===== src/rtl/panel_loader_if.sv =====
// Host byte-stream bus into the panel loader.
//   in_data   : host byte
//   in_strobe : in_data valid this cycle
//   in_ready  : loader accepts a byte this cycle (byte taken when strobe && ready)
// master = host side, slave = panel_loader side.
interface panel_loader_if;
    logic [7:0] in_data;
    logic       in_strobe;
    logic       in_ready;

    modport master (output in_data, output in_strobe, input in_ready);
    modport slave  (input in_data, input in_strobe, output in_ready);
endinterface


===== src/rtl/panel_loader.sv =====
// panel_loader: decodes a BIN-style framed host byte stream and drives the PDP-8/I
// front-panel switch inputs (sr, ifsr, dfsr, load_addr, dep, start) with settle and
// pulse timing.
//
// Ports:
//   clk, rst        : clock, synchronous active-low reset
//   host (slave)    : in_data / in_strobe / in_ready byte handshake
//   run             : core run indicator; SETUP stalls while it is high
//   sr, ifsr, dfsr  : switch register and field switches
//   load_addr, dep, start : one-hot switch pulses, PULSE_CYCLES long
//   busy            : SETUP, PULSE or GAP in progress
//   err             : sticky framing error
//   dep_count       : deposits issued, mod 4096
//   checksum        : running payload sum (0 unless enabled)
//
// Build option: define PANEL_LOADER_CHECKSUM_EN to enable the payload checksum
// and the 0x82 clear command.
module panel_loader #(
    parameter int unsigned SETTLE_CYCLES = 4,
    parameter int unsigned PULSE_CYCLES  = 8
) (
    input  logic          clk,
    input  logic          rst,
    panel_loader_if.slave host,
    input  logic          run,
    output logic [11:0]   sr,
    output logic [2:0]    ifsr,
    output logic [2:0]    dfsr,
    output logic          load_addr,
    output logic          dep,
    output logic          start,
    output logic          busy,
    output logic          err,
    output logic [11:0]   dep_count,
    output logic [11:0]   checksum
);

    localparam int unsigned CntMax = (SETTLE_CYCLES > PULSE_CYCLES) ? SETTLE_CYCLES
                                                                    : PULSE_CYCLES;
    localparam int unsigned CntW = $clog2(CntMax + 1);
    localparam logic [CntW-1:0] SettleLast = CntW'(SETTLE_CYCLES - 1);
    localparam logic [CntW-1:0] PulseLast  = CntW'(PULSE_CYCLES - 1);

    typedef enum logic [2:0] {StIdle, StLow, StSetup, StPulse, StGap} state_e;
    typedef enum logic [1:0] {OpLoad, OpDep, OpStart} op_e;

    state_e          state_q;
    op_e             op_q;
    logic [CntW-1:0] cnt_q;
    logic            run_pend_q;   // RUN: a start operation follows the current load
    logic [5:0]      hi_q;
    logic            hi_origin_q;
    logic [11:0]     sr_q;
    logic [11:0]     start_vec_q;
    logic [2:0]      ifsr_q;
    logic [2:0]      dfsr_q;
    logic            load_addr_q;
    logic            dep_q;
    logic            start_q;
    logic            err_q;
    logic [11:0]     dep_count_q;
    logic            ready_q;

    logic            accept;
    logic [1:0]      tag;
    logic [5:0]      payload;
    logic [11:0]     word;

    assign accept  = host.in_strobe && ready_q;
    assign tag     = host.in_data[7:6];
    assign payload = host.in_data[5:0];
    assign word    = {hi_q, payload};

    always_ff @(posedge clk) begin
        if (!rst) begin
            state_q     <= StIdle;
            op_q        <= OpLoad;
            cnt_q       <= '0;
            run_pend_q  <= 1'b0;
            hi_q        <= '0;
            hi_origin_q <= 1'b0;
            sr_q        <= '0;
            start_vec_q <= '0;
            ifsr_q      <= '0;
            dfsr_q      <= '0;
            load_addr_q <= 1'b0;
            dep_q       <= 1'b0;
            start_q     <= 1'b0;
            err_q       <= 1'b0;
            dep_count_q <= '0;
            ready_q     <= 1'b0;
        end else begin
            unique case (state_q)
                StIdle, StLow: begin
                    // ready_q is 0 only in the first cycle out of reset
                    ready_q <= 1'b1;
                    if (accept) begin
                        if (state_q == StLow && tag == 2'b00) begin
                            sr_q       <= word;
                            run_pend_q <= 1'b0;
                            cnt_q      <= '0;
                            state_q    <= StSetup;
                            ready_q    <= 1'b0;
                            if (hi_origin_q) begin
                                start_vec_q <= word;
                                op_q        <= OpLoad;
                            end else begin
                                op_q <= OpDep;
                            end
                        end else begin
                            // A non-low byte in LOW drops the pending half and is
                            // decoded as a fresh byte.
                            if (state_q == StLow) begin
                                err_q <= 1'b1;
                            end
                            state_q <= StIdle;
                            unique case (tag)
                                2'b11: begin
                                    ifsr_q <= host.in_data[5:3];
                                    dfsr_q <= host.in_data[5:3];
                                end
                                2'b10: begin
                                    if (host.in_data == 8'h81) begin
                                        sr_q       <= start_vec_q;
                                        op_q       <= OpLoad;
                                        run_pend_q <= 1'b1;
                                        cnt_q      <= '0;
                                        state_q    <= StSetup;
                                        ready_q    <= 1'b0;
                                    end
                                end
                                default: begin
                                    hi_q        <= payload;
                                    hi_origin_q <= tag[0];
                                    state_q     <= StLow;
                                end
                            endcase
                        end
                    end
                end
                StSetup: begin
                    // Deposits wait for the core to halt: any run cycle restarts settle.
                    if (run) begin
                        cnt_q <= '0;
                    end else if (cnt_q == SettleLast) begin
                        cnt_q   <= '0;
                        state_q <= StPulse;
                        case (op_q)
                            OpLoad: load_addr_q <= 1'b1;
                            OpDep: begin
                                dep_q       <= 1'b1;
                                dep_count_q <= dep_count_q + 12'd1;
                            end
                            default: start_q <= 1'b1;
                        endcase
                    end else begin
                        cnt_q <= cnt_q + 1'b1;
                    end
                end
                StPulse: begin
                    if (cnt_q == PulseLast) begin
                        cnt_q       <= '0;
                        load_addr_q <= 1'b0;
                        dep_q       <= 1'b0;
                        start_q     <= 1'b0;
                        state_q     <= StGap;
                    end else begin
                        cnt_q <= cnt_q + 1'b1;
                    end
                end
                StGap: begin
                    if (cnt_q == SettleLast) begin
                        cnt_q <= '0;
                        if (run_pend_q) begin
                            run_pend_q <= 1'b0;
                            op_q       <= OpStart;
                            state_q    <= StSetup;
                        end else begin
                            state_q <= StIdle;
                            ready_q <= 1'b1;
                        end
                    end else begin
                        cnt_q <= cnt_q + 1'b1;
                    end
                end
                default: begin
                    state_q <= StIdle;
                end
            endcase
        end
    end

`ifdef PANEL_LOADER_CHECKSUM_EN
    logic [11:0] checksum_q;

    // Every accepted 00/01 byte carries a payload half, whether it completes a word
    // or starts a new one.
    always_ff @(posedge clk) begin
        if (!rst) begin
            checksum_q <= '0;
        end else if (accept && host.in_data == 8'h82) begin
            checksum_q <= '0;
        end else if (accept && !host.in_data[7]) begin
            checksum_q <= checksum_q + {6'd0, payload};
        end
    end

    assign checksum = checksum_q;
`else
    assign checksum = 12'd0;
`endif

    assign host.in_ready = ready_q;
    assign sr            = sr_q;
    assign ifsr          = ifsr_q;
    assign dfsr          = dfsr_q;
    assign load_addr     = load_addr_q;
    assign dep           = dep_q;
    assign start         = start_q;
    assign err           = err_q;
    assign dep_count     = dep_count_q;
    assign busy          = (state_q == StSetup) || (state_q == StPulse) || (state_q == StGap);

endmodule


===== src/flat_wrapper.sv =====
// flat-port wrapper written by rule: the top's interface ports become plain ports
module panel_loader_flat 
#(
    parameter int unsigned SETTLE_CYCLES = 4,
    parameter int unsigned PULSE_CYCLES  = 8
)
  (clk, rst, run, sr, ifsr, dfsr, load_addr, dep, start, busy, err, dep_count, checksum, host_in_data, host_in_strobe, host_in_ready);
  panel_loader_if host_i ();
  input  logic clk;
  input  logic rst;
  input  logic run;
  output logic [11:0] sr;
  output logic [2:0] ifsr;
  output logic [2:0] dfsr;
  output logic load_addr;
  output logic dep;
  output logic start;
  output logic busy;
  output logic err;
  output logic [11:0] dep_count;
  output logic [11:0] checksum;
  input wire logic [$bits(host_i.in_data)-1:0] host_in_data;
  input wire logic [$bits(host_i.in_strobe)-1:0] host_in_strobe;
  output wire logic [$bits(host_i.in_ready)-1:0] host_in_ready;
  assign host_i.in_data = host_in_data;
  assign host_i.in_strobe = host_in_strobe;
  assign host_in_ready = host_i.in_ready;
  panel_loader #(.SETTLE_CYCLES(SETTLE_CYCLES), .PULSE_CYCLES(PULSE_CYCLES)) u_core (.clk(clk), .rst(rst), .host(host_i), .run(run), .sr(sr), .ifsr(ifsr), .dfsr(dfsr), .load_addr(load_addr), .dep(dep), .start(start), .busy(busy), .err(err), .dep_count(dep_count), .checksum(checksum));
endmodule

===== config.mk =====
export PLATFORM = sky130hd
export DESIGN_NAME = panel_loader_flat
export DESIGN_NICKNAME = d
export VERILOG_FILES = /design/src/rtl/panel_loader_if.sv /design/src/rtl/panel_loader.sv /design/src/flat_wrapper.sv
export SDC_FILE = /design/constraint.sdc
export NUM_CORES = 1
export LEC_CHECK = 0
export CAP_MARGIN = 20
export CORE_ASPECT_RATIO = 0.9
export CORE_MARGIN = 10
export CORE_UTILIZATION = 40
export DETAILED_ROUTE_END_ITERATION = 16
export DONT_BUFFER_PORTS = 1
export PLACE_DENSITY = 0.6
export SYNTH_ARGS = -nofsm -noshare
export SYNTH_HDL_FRONTEND = slang
export SYNTH_SLANG_ARGS = --single-unit

===== constraint.sdc =====
create_clock -name clk -period 1.99 [get_ports clk]
set_clock_uncertainty 0.1 [all_clocks]
set_input_delay 0.597 -clock clk [delete_from_list [all_inputs] [get_ports clk]]
set_output_delay 0.597 -clock clk [all_outputs]
set_load 0.05 [all_outputs]

Yosys cells after proc, flatten, opt, wreduce, memory -nomap -nowiden:

Cells that the tools add are included.

* register bits: 61
* input port bits: 12
* output and inout bits: 48
* word-level logic and storage cells: 126

* add/subtract/negate cells: 2
* equality and inequality tests: 22
* multiplexer cells: 55
* bitwise gates (word level): 3
* reduce and logical (&&, ||, !) cells: 29

Operators by type and width (count)
* two-way mux 12 bit: 3
* two-way mux 4 bit: 7
* AND reduction 4 bit: 7
* AND reduction 5 bit: 5
* two-way mux 1 bit: 22
* two-way mux 3 bit: 6
* two-way mux 2 bit: 8
* case mux 4 bit (4 select lines): 1
* adder 12 x 1 -> 12 bit, second input constant: 1
* case mux 3 bit (4 select lines): 1
* != test 2 x 1 -> 1 bit, second input constant: 5
* != test 2 bit, second input constant: 5
* case mux 1 bit (2 select lines): 5
* == test 8 bit, second input constant: 1
* nonzero test 2 bit: 4
* == test 3 x 2 -> 1 bit, second input constant: 2
* case mux 3 bit (2 select lines): 1
* AND reduction 6 bit: 1
* OR reduction 2 bit: 3
* adder 4 x 1 -> 4 bit, second input constant: 1
* == test 2 bit, second input constant: 2
* == test 4 x 2 -> 1 bit, second input constant: 1
* == test 4 x 3 -> 1 bit, second input constant: 1
* logical NOT 2 bit: 2
* 12 further kinds: 16

Depth between registers and ports, before layout:

* depth in word-level cells: 6
* depth in mapped cells: 7
* gate-level depth less buffers: 5

Least setup slack after synthesis:

No wires, ideal clock.

* path type: input to register
* from: input port host_in_data[7]
* to: register u_core.start_vec_q[10]
* library setup time: 0.128 ns
* arrival: 1.886 ns
* required time: 1.762 ns
* setup slack: -0.124 ns
* stages: 6
* buffers on the path: 2
* cells stage by stage: buf_4 or3b_2 nor3_4 buf_6 mux2i_1 nor2_1

* word-level cells in the longest chain between the ends: 3

Ends and longest elaborated chain
* start, declared: line flat_wrapper.sv:22 `input wire logic [$bits(host_i.in_data)-1:0] host_in_data;`
* logical NOT 2 bit: line panel_loader.sv:98 `if (state_q == StLow && tag == 2'b00) begin`
* logical AND 1 bit: line panel_loader.sv:98
* AND reduction 4 bit (no line)
* end signal, assigned: line panel_loader.sv:105 `start_vec_q <= word;`
* end, declared: line panel_loader.sv:54 `logic [11:0] start_vec_q;`

No other way between the ends.
A chain may end at the register's enable or synchronous reset.

Final worst setup path:

* from: register u_core.state_q[0]
* to: output port busy

* word-level cells in the longest chain between the ends: 3
* elaborated cells between the ends (all ways): 5
* classes of those cells: 3 x eq/ne; 2 x reduce/logical

Ends and longest elaborated chain
* start, declared: line panel_loader.sv:47 `state_e state_q;`
* start signal, assigned: line panel_loader.sv:76 `state_q <= StIdle;`
* start signal, assigned: line panel_loader.sv:102 `state_q <= StSetup;`
* start signal, assigned: line panel_loader.sv:116 `state_q <= StIdle;`
* == test 3 x 2 -> 1 bit: line panel_loader.sv:222 `assign busy = (state_q == StSetup) || (state_q == StPulse) || (state_q == StGap);`
* logical OR 1 bit: line panel_loader.sv:222
* logical OR 1 bit *: line panel_loader.sv:222
* end, declared: line flat_wrapper.sv:18 `output logic busy;`

Mark *: on every way between the ends. The rest lies on a longest branch, timed or not.

==> impl_metrics.py <==
metrics = {
    "setup_path": {
        "cpPeakStageDelay_ns": 0.41,
        "critPathRequiredTime_ns": 1.29,
        "crit_fanout": 2,
        "start_kind": "register",
        "r2r-start": "u_core.state_q[0]",
        "endpoint_kind": "primary output",
        "r2r-end": "u_core.sr[4]",
        "crit_slowest_cell": "or3b_4",
        "path_class": "reg -> out",
        "critical_path_arrival_ns": 1.30,
        "worstRegToRegCells": 8,
        "reg2reg_slack_ns": 0.06,
        "timing.critical_path.cells": "or3b_4 -> nand2_4 -> buf_12",
    },
    "clocking": {
        "clk_latency_ns": 0.34,
        "htree_levels": 3,
        "cts_buffers": 9,
        "cts_tree": "done",
        "cts.sinks": 61,
        "cts-root-buf": "clkbuf_8",
        "hold_buffers": 0,
        "cts_buffer_depth": 2,
        "clk_pin_slew_ns": 0.07,
    },
    "sta": {
        "rsz0062_at_grt": "true",
        "slew-limit-headroom": 0.631,
        "post-route-period-util": 1.00,
        "hold_viol_final": 0,
        "setup_viol": 1,
        "min_period_ns": 2.00,
        "max_freq_mhz": 501,
        "worst_slack_ns": -0.00790,
        "tightestPinTransition_ns": 0.552,
        "drv_slew": 0,
    },
    "logic_synthesis": {
        "synth_warnings": 0,
        "synthCells": 346,
        "synth-seq-cells": 61,
        "synth_flop_cell": "dfxtp_1",
        "netlist_area_um2": 3080,
        "synth_seq_area_share": 0.397,
        "synth_edf_count": 0,
        "synth.distinct_cells": 57,
        "async_reset_ff_frac": 0,
        "syn_area_per_cell_um2": 8.89,
    },
    "worst_hold_path": {
        "whs_endpoint": "u_core.op_q[1]",
        "whs_path_depth": 1,
        "min_from": "rst",
        "hold_class": "in -> reg",
    },
    "grt": {
        "grt_pass1_wl_um": 12700,
        "grt_max_degree": 35,
        "track_usage": 0.135,
        "antenna_found_initial": 0,
        "grt_pass1_vias": 2465,
        "grt.overflow.total": 0,
    },
    "pwr": {
        "p_leak_nw": 1.37,
        "irDropWorstVdd_mv": 0.338,
        "cellPowerDensity_nw_per_um2": 688,
        "finalPower_mw": 2.52,
    },
    "floorplanning": {
        "num_rows": 30,
        "die_w_um": 112,
        "die_h_um": 103,
        "core_um2": 7510,
        "start_util": 0.410,
        "die_area_um2": 11600,
        "ioPinCount": 60,
    },
    "drt": {
        "wl_per_cell_um": 16.8,
        "vias": 2598,
        "drc": 0,
        "viasPerCell": 5.44,
        "drtIter0Drc": 127,
        "drt_pass1_iterations": 4,
        "postRouteAntennaNets": 0,
        "totalWireLength_um": 8010,
    },
    "placement": {
        "dpl.cell_count": 460,
        "place_hpwl_um": 5830,
        "pre_cts_slack_ns": -0.00363,
        "io_buffers": 0,
        "gp_congestion": 0.812,
        "place_area_um2": 3390,
    },
    "cells_and_area": {
        "layout_commonest_cell": "dfxtp_1",
        "layout.nets": 391,
        "layout-drive-gt1-share": 0.220,
        "final_util": 0.488,
        "layout.cells.non_filler": 478,
        "final_cell_mix": "dfxtp_1, buf_4, nor2_1",
        "fin_area_um2": 3660,
        "antennaDiodeCount": 0,
        "area_delta_synth_final_pct": 19.0,
    },
    "job": {
        "drv_cap": 0,
    },
    "outcome": {
        "status": "finished with violations",
        "violations": "negative setup slack",
    },
}
-- worst max path at each step --
stage                            from                      to  slack [ns]  depth (start not counted)
floorplan             host_in_data[7]  u_core.start_vec_q[10]       -0.02                          6
global placement      host_in_data[1]         u_core.cnt_q[3]        0.08                          4
detailed placement    host_in_data[1]         u_core.cnt_q[3]      -0.004                          4
CTS                 u_core.state_q[1]                    busy       -0.03                          3
global route        u_core.state_q[0]                    busy       -0.05                          3
finish              u_core.state_q[0]                    busy      -0.008                          3
-- layer usage --
metal	up-vias	global-route usage	routed length (um)
li1	1290	-	-
met5	-	0	0
met4	0	0.0497	94
met3	9	0.0577	529
met2	53	0.219	3860
met1	1246	0.158	3530
-- per-stage QoR --
step	setup TNS [ns]	hold WS, ns
floorplan	-0.203	0.358
global placement	0	0.367
detailed placement	-0.00363	0.375
CTS	-0.0323	0.270
global route	-0.0498	0.283
finish	-0.00790	0.296
-- where the power goes --
part	total, mW	leakage [nW]	internal, mW	switching, mW
Sequential	1.25	0.494	1.23	0.0184
Combinational	0.182	0.775	0.0520	0.130
Clock	1.09	0.0964	0.609	0.478
Total	2.52	1.37	1.89	0.626
-- registers in the layout, summed over array words and instances (netlist names) --
| name | flops |
|---|---|
| u_core.cnt_q | 4 |
| u_core.dep | 1 |
| u_core.dep_count | 12 |
| u_core.err | 1 |
| u_core.hi_origin_q | 1 |
| u_core.hi_q | 6 |
| u_core.host.in_ready | 1 |
| u_core.ifsr | 3 |
| u_core.load_addr | 1 |
| u_core.op_q | 2 |
| u_core.run_pend_q | 1 |
| u_core.sr | 12 |
| u_core.start | 1 |
| u_core.start_vec_q | 12 |
| u_core.state_q | 3 |
-- critical path: cells and delay by family, from the launching register on --
kind,cells,cell delay [ns]
buffers and inverters,1,0.13
flip-flops,1,0.34
AND/OR/NAND/NOR,2,0.49
-- cells in the mapped netlist, types with 3 or more instances --
cell      instances  area (um^2)
nand4_1           5         31.3
or3_1             5         31.3
o21ai_0          12         60.1
nor2b_1           4         25.0
buf_2             4         20.0
nand3_1          19         95.1
or3b_2            3         26.3
a21oi_1          26          130
buf_4            16          120
nand2_1          27          101
nor4b_1           3         26.3
clkbuf_1         12         45.0
buf_6             3         33.8
inv_1            10         37.5
mux2i_1          27          270
nand2b_1          4         25.0
xor2_1            5         43.8
a311oi_1         13          114
o31ai_1           3         22.5
dfxtp_1          61         1220
nor2_1           35          131
and3_1            4         25.0
-- timing repair --
item	CTS	global route
setup buffers	2	0
resized for setup	9	8
pin swaps	1	5
endpoints found under the setup margin	1	15
-- cell type report --
| type | count | area (um^2) |
|---|---|---|
| repair buffers | 46 | 374 |
| clock buffers | 12 | 145 |
| well taps | 96 | 120 |
| flip-flops and latches | 61 | 1230 |
| clock inverters | 4 | 47.5 |
| fillers | 743 | 3850 |
| inverters | 10 | 37.5 |
| multi-input cells | 249 | 1710 |
-- cell families (layout without fill, tap and decap cells) --
group                      count (synthesis)  after routing  synth area share
and+or+nand+nor                          128            128             0.237
AOI/OAI and AO/OA                         74             74             0.165
DFF                                       61             61             0.397
buffers and inverters                     47             72            0.0858
muxes                                     28             28            0.0915
xor gates and xnor gates                   5              5            0.0142
adders and majority gates                  2              2           0.00813
other                                      1             12           0.00122
No activity file was read; power rests on OpenSTA's default activity.
